`src/rtl/divs_restoring_seq.sv`:
```
// Sequential signed divider: 2W-bit dividend / W-bit divisor, radix-2 restoring on magnitudes.
// Optional DIV_OVF_SAT_EN adds an ovf port and saturates overflowing / divide-by-zero quotients.
module divs_restoring_seq #(
  parameter int W = 4
) (
  input  logic           clk,
  input  logic           rst_n,
  input  logic           in_valid,
  output logic           in_ready,
  input  logic [2*W-1:0] dividend,
  input  logic [W-1:0]   divisor,
  output logic           out_valid,
  input  logic           out_ready,
  output logic [W-1:0]   quotient,
  output logic [W-1:0]   remainder
`ifdef DIV_OVF_SAT_EN
  ,
  output logic           ovf
`endif
);

  localparam int CW = $clog2(2*W+1);

  typedef enum logic [1:0] {IDLE, CALC, DONE} state_t;

  state_t         state;
  logic [2*W-1:0] acc_reg;      // dividend magnitude shifting out, quotient bits shifting in
  logic [W-1:0]   rem_reg;
  logic [W-1:0]   div_mag_reg;
  logic [W-1:0]   dvd_low_reg;
  logic [CW-1:0]  cnt_reg;
  logic           neg_q_reg;
  logic           neg_r_reg;
  logic           zero_reg;

  logic [2*W-1:0] dvd_mag;
  logic [W-1:0]   dsr_mag;
  logic [W:0]     trial;
  logic           ge;
  logic [W-1:0]   rem_step;
  logic [W-1:0]   q_wrap;
  logic [W-1:0]   r_signed;
  logic [W-1:0]   q_final;

  assign dvd_mag  = dividend[2*W-1] ? -dividend : dividend;
  assign dsr_mag  = divisor[W-1] ? -divisor : divisor;

  // Partial remainder stays below |divisor| <= 2^(W-1), so W+1 bits hold the trial value.
  assign trial    = {rem_reg, acc_reg[2*W-1]};
  assign ge       = trial >= {1'b0, div_mag_reg};
  assign rem_step = ge ? W'(trial - {1'b0, div_mag_reg}) : trial[W-1:0];

  assign q_wrap   = neg_q_reg ? -acc_reg[W-1:0] : acc_reg[W-1:0];
  assign r_signed = neg_r_reg ? -rem_reg : rem_reg;

`ifdef DIV_OVF_SAT_EN
  localparam logic [2*W-1:0] POS_MAX = {{(W+1){1'b0}}, {(W-1){1'b1}}};
  localparam logic [2*W-1:0] NEG_MAG = POS_MAX + {{(2*W-1){1'b0}}, 1'b1};
  localparam logic [W-1:0]   Q_MAX   = {1'b0, {(W-1){1'b1}}};
  localparam logic [W-1:0]   Q_MIN   = {1'b1, {(W-1){1'b0}}};

  logic ovf_final;

  always_comb begin
    ovf_final = 1'b1;
    q_final   = q_wrap;
    if (zero_reg) begin
      q_final = neg_r_reg ? Q_MIN : Q_MAX;
    end else begin
      ovf_final = neg_q_reg ? (acc_reg > NEG_MAG) : (acc_reg > POS_MAX);
      if (ovf_final)
        q_final = neg_q_reg ? Q_MIN : Q_MAX;
    end
  end
`else
  assign q_final = zero_reg ? {W{1'b1}} : q_wrap;
`endif

  always_ff @(posedge clk) begin
    if (!rst_n) begin
      state       <= IDLE;
      in_ready    <= 1'b1;
      out_valid   <= 1'b0;
      quotient    <= '0;
      remainder   <= '0;
      acc_reg     <= '0;
      rem_reg     <= '0;
      div_mag_reg <= '0;
      dvd_low_reg <= '0;
      cnt_reg     <= '0;
      neg_q_reg   <= 1'b0;
      neg_r_reg   <= 1'b0;
      zero_reg    <= 1'b0;
`ifdef DIV_OVF_SAT_EN
      ovf         <= 1'b0;
`endif
    end else begin
      case (state)
        IDLE: begin
          if (in_valid) begin
            acc_reg     <= dvd_mag;
            rem_reg     <= '0;
            div_mag_reg <= dsr_mag;
            dvd_low_reg <= dividend[W-1:0];
            neg_q_reg   <= dividend[2*W-1] ^ divisor[W-1];
            neg_r_reg   <= dividend[2*W-1];
            zero_reg    <= (divisor == '0);
            // A zero divisor skips the iterations and finalises on the next cycle.
            cnt_reg     <= (divisor == '0) ? '0 : CW'(2*W);
            in_ready    <= 1'b0;
            state       <= CALC;
          end
        end
        CALC: begin
          if (cnt_reg != '0) begin
            acc_reg <= {acc_reg[2*W-2:0], ge};
            rem_reg <= rem_step;
            cnt_reg <= cnt_reg - CW'(1);
          end else begin
            quotient  <= q_final;
            remainder <= zero_reg ? dvd_low_reg : r_signed;
`ifdef DIV_OVF_SAT_EN
            ovf       <= ovf_final;
`endif
            out_valid <= 1'b1;
            state     <= DONE;
          end
        end
        DONE: begin
          if (out_ready) begin
            out_valid <= 1'b0;
            in_ready  <= 1'b1;
`ifdef DIV_OVF_SAT_EN
            ovf       <= 1'b0;
`endif
            state     <= IDLE;
          end
        end
        default: state <= IDLE;
      endcase
    end
  end

endmodule

```
`config.mk`:
```
export PLATFORM = sky130hd
export DESIGN_NAME = divs_restoring_seq
export DESIGN_NICKNAME = d
export VERILOG_FILES = /design/src/rtl/divs_restoring_seq.sv
export SDC_FILE = /design/constraint.sdc
export NUM_CORES = 1
export LEC_CHECK = 0
export BUFFER_PORTS_ARGS = -buffer_cell sky130_fd_sc_hd__buf_4
export CAP_MARGIN = 15
export CORE_UTILIZATION = 45
export CTS_CLUSTER_SIZE = 14
export DETAILED_ROUTE_END_ITERATION = 6
export GPL_TIMING_DRIVEN = 0
export PLACE_DENSITY = 0.67
export SLEW_MARGIN = 10
export SYNTH_ARGS = -nofsm -noshare
export SYNTH_HDL_FRONTEND = slang
export SYNTH_SLANG_ARGS = --single-unit
```
`constraint.sdc`:
```
create_clock -name clk -period 1.7 [get_ports clk]
set_input_delay 0.17 -clock clk [delete_from_list [all_inputs] [get_ports clk]]
set_output_delay 0.17 -clock clk [all_outputs]
set_load 0.02 [all_outputs]
```
==> impl_summary.txt <==
----------------------------------------------------
[GRT]
  GRT Resource Usage Total ... 22.8%
  Total overflow reported by the global router ... 0
  Maximum number of pins on one net before global-route repair ... 12
  First-pass GRT wire length ... 8.90 mm
  Via count of the first global-routing pass ... 1855
  Antenna violations before repair ... 0

[Timing]
  Maximum frequency from static timing analysis ... 592 MHz
  Transition at the pin with the smallest max-transition slack ... 0.601 ns
  Final clock skew ... 0.00496 ns
  Relative max-transition margin ... 59.9%
  Final hold violation count ... 0
  Final period util ... 99.3%
  Max Transition Viols Final ... 0
  Final period demand of the worst path ... 1.69 ns
  Number of setup violations in the final report ... 0
  Setup repair after global routing missed its margin ... yes
  Setup_tns ... 0 ns

[Worst setup path]
  Destination of the worst register-to-register timing path ... acc_reg[3]
  Delay-heaviest family, CP ... compound AO/OA/AOI/OAI gates
  Largest fanout on the critical path ... 8
  Critical Path Stages ... 7
  Endpoint required time on the critical path ... 1.87 ns
  Cells on worst reg2reg path ... 7
  Endpoint type of the worst setup path ... register
  Cells along the critical path ... inv_4 > ha_4 > nor3b_4 > a211o_1 > buf_6 > a222oi_1 > nor2_1
  Data arrival time at the worst-slack endpoint ... 1.85 ns
  Stage delay of the slowest cell on the critical path ... 0.36 ns
  WS Path Type ... reg2reg
  Reg-to-reg critical path startpoint ... cnt_reg[1]
  R2R setup slack ... 0.01 ns
  Count of buffering cells on the critical path with inverters included ... 2
  Critical Path Start Type ... register
  Slowest cell on the critical path ... sky130_fd_sc_hd__dfxtp_2

[Synth]
  Syn nets ... 277
  Predominant post-synthesis flop cell ... sky130_fd_sc_hd__dfxtp_1
  Fraction of the yosys area taken by sequential cells ... 36.5%
  Number of different library cells in the post-synthesis netlist ... 51
  Post-synth top area share ... 36.5%
  Flops & latches, synth ... 39
  Commonest cells in the netlist ... sky130_fd_sc_hd__dfxtp_1, sky130_fd_sc_hd__nand2_1, sky130_fd_sc_hd__inv_1, sky130_fd_sc_hd__nor2_1, sky130_fd_sc_hd__a21oi_1
  Avg Synthesized Cell Area ... 8.55 sq um
  Post-synth EDFFs ... 0
  Largest cells by area after synthesis ... sky130_fd_sc_hd__dfxtp_1, sky130_fd_sc_hd__ha_1, sky130_fd_sc_hd__nand2_1
  Count leader, synth ... sky130_fd_sc_hd__dfxtp_1
  Instance count of the mapped netlist ... 250
  Post-synthesis async set-or-reset flop share ... 0%
  Cell accounting for the most synthesized area ... sky130_fd_sc_hd__dfxtp_1
  Count of warnings emitted by yosys ... 0
  Combined area of all synthesized cells ... 2140 sq um

[Clock network]
  Clock-pin slew reported for the worst setup and hold paths after clock tree synthesis ... 0.08 ns
  CTS buffer count ... 5
  Buffer depth of the longest clock path ... 2
  TritonCTS clock tree ... done
  Clock Tree Root ... sky130_fd_sc_hd__clkbuf_8
  Max H-tree Level ... 2
  Clk sink count ... 39
  Cts-stage hold buffer count ... 0
  Later-pin clock latency in the skew report ... 0.29 ns

[Cells and area]
  Layout cells sized above 1 ... 25.3%
  Antenna Cells ... 0
  Number of fillers in the final layout ... 405
  Cell area after layout ... 2660 sq um
  Number of nets in the layout ... 318
  Final Non-Filler Cells ... 344
  Largest register FFs ... 8
  Area Growth Syn to Fin ... 24.5%
  Share of the core filled with cells ... 59.5%

[Floorplanning]
  Full die area ... 5030 sq um
  I/O pins ... 26
  Placeable Area ... 4470 sq um
  Initial core utilization ... 47.8%
  Y dimension of the die ... 70.9 microns
  Placement Rows ... 24
  Width of the die ... 70.9 microns

[Detailed routing]
  Wl on met1 ... 2.53 mm
  Post-route DRC ... 0
  Total vias in the final route ... 1957
  Number of search-and-repair iterations in the first detailed-routing pass ... 6
  Final wirelength ... 5.45 mm
  Antenna Violating Nets Remaining ... 0
  Wire per inst ... 15.8 microns
  Top metal layer carrying routed signals ... met4
  Met3 WL post-DR ... 286 microns
  DR WL met2 ... 2.59 mm
  DRT iter0 DRCs ... 136
  Via density per instance ... 5.69

[Min path]
  Number of instances on the worst hold path ... 3
  Sink of the worst hold path ... div_mag_reg[0]
  Worst min-delay path class ... in2reg
  Start point of the worst hold path ... divisor[0]

[Place]
  Number of buffers inserted by port buffering ... 24
  Half-perimeter wire length after detailed placement ... 3.67 mm
  Routability-driven placement congestion ratio ... 0.814
  Instance area at placement ... 2390 sq um
  Instance count after placement with tap cells included ... 326

[Flow run]
  Number of max-capacitance violations reported ... 0

[Pwr]
  LEAKAGE ... 0.00105 uW
  Total power of the final layout ... 2900 uW
  Power density over the cells ... 1090 nW/um^2
  Peak supply drop ... 559 uV

[Outcome]
  Run status ... complete, no violations

----------------------------------------------------
## cell type report
type | instances | area [sq um] | share of cell area [%]
Buffer | 10 | 70.1 | 2.63
Clock buffer | 7 | 76.3 | 2.87
Clock inverter | 1 | 5.00 | 0.188
Inverter | 19 | 73.8 | 2.77
Multi-Input combinational cell | 180 | 1310 | 49.2
Sequential cell | 39 | 788 | 29.6
Tap cell | 52 | 65.1 | 2.44
Timing Repair Buffer | 36 | 274 | 10.3
## through the flow
step | setup slack, ns | hold slack [ns]
after global routing | -0.0680 | 0.140
after global placement | -0.176 | 0.441
final | 0.0119 | 0.147
after floorplan | -0.00731 | 0.306
after CTS | 0.000934 | 0.138
after detailed placement | -0.238 | 0.445
## layout by cell type (no fill, tap or decap), drive strengths merged, types with 4 or more instances in the layout
| cell type | count |
|---|---|
| buf | 42 |
| dfxtp | 39 |
| nand2 | 27 |
| nor2 | 19 |
| inv | 19 |
| a21oi | 18 |
| o21ai | 11 |
| clkbuf | 11 |
| xnor2 | 10 |
| ha | 10 |
| nor3 | 8 |
| nand2b | 7 |
| nand3 | 5 |
| a211oi | 4 |
| or3 | 4 |
| o31ai | 4 |
| nor3b | 4 |
## where the power goes
group / total (uW) / internal [uW] / switching [uW]
sequential: 1140 / 1040 / 106
combinational: 1140 / 542 / 600
clock: 617 / 288 / 329
## timing repair
action / in CTS / in global routing
gates resized for setup: 16 / 10
endpoints found under the setup margin: 34 / 22
buffers inserted: 11 / 1
pin swaps: 7 / 6
## metal layers
metal  global-route usage (%)  vias to the layer above
met4                     9.11                        0
met1                     29.1                      928
met5                        0                        -
li1                         -                      968
met3                     3.42                        5
met2                     38.7                       56
## worst min-delay path: stages
cell and delay, ns:
sky130_fd_sc_hd__buf_4 0.12, sky130_fd_sc_hd__nand2_1 0.05, sky130_fd_sc_hd__a21oi_1 0.05
## how the worst max path moves through the flow
stage               startpoint    endpoint
floorplan           cnt_reg[0]  acc_reg[3]
global placement    cnt_reg[0]  acc_reg[3]
detailed placement  cnt_reg[0]  acc_reg[0]
CTS                 cnt_reg[1]  acc_reg[3]
global route        cnt_reg[1]  acc_reg[3]
finish              cnt_reg[1]  acc_reg[3]
## logic make-up (layout without fill, tap and decap cells)
group	Yosys count	count (layout)	share of synthesized area (%)
simple gates	89	89	22.3
fa+ha+maj	11	11	6.79
xor+xnor	12	12	4.92
mux	3	3	1.40
buf+inv	31	73	6.67
flops	39	39	36.5
compound gates	65	65	21.4
Power figures use the tool's default switching activity.
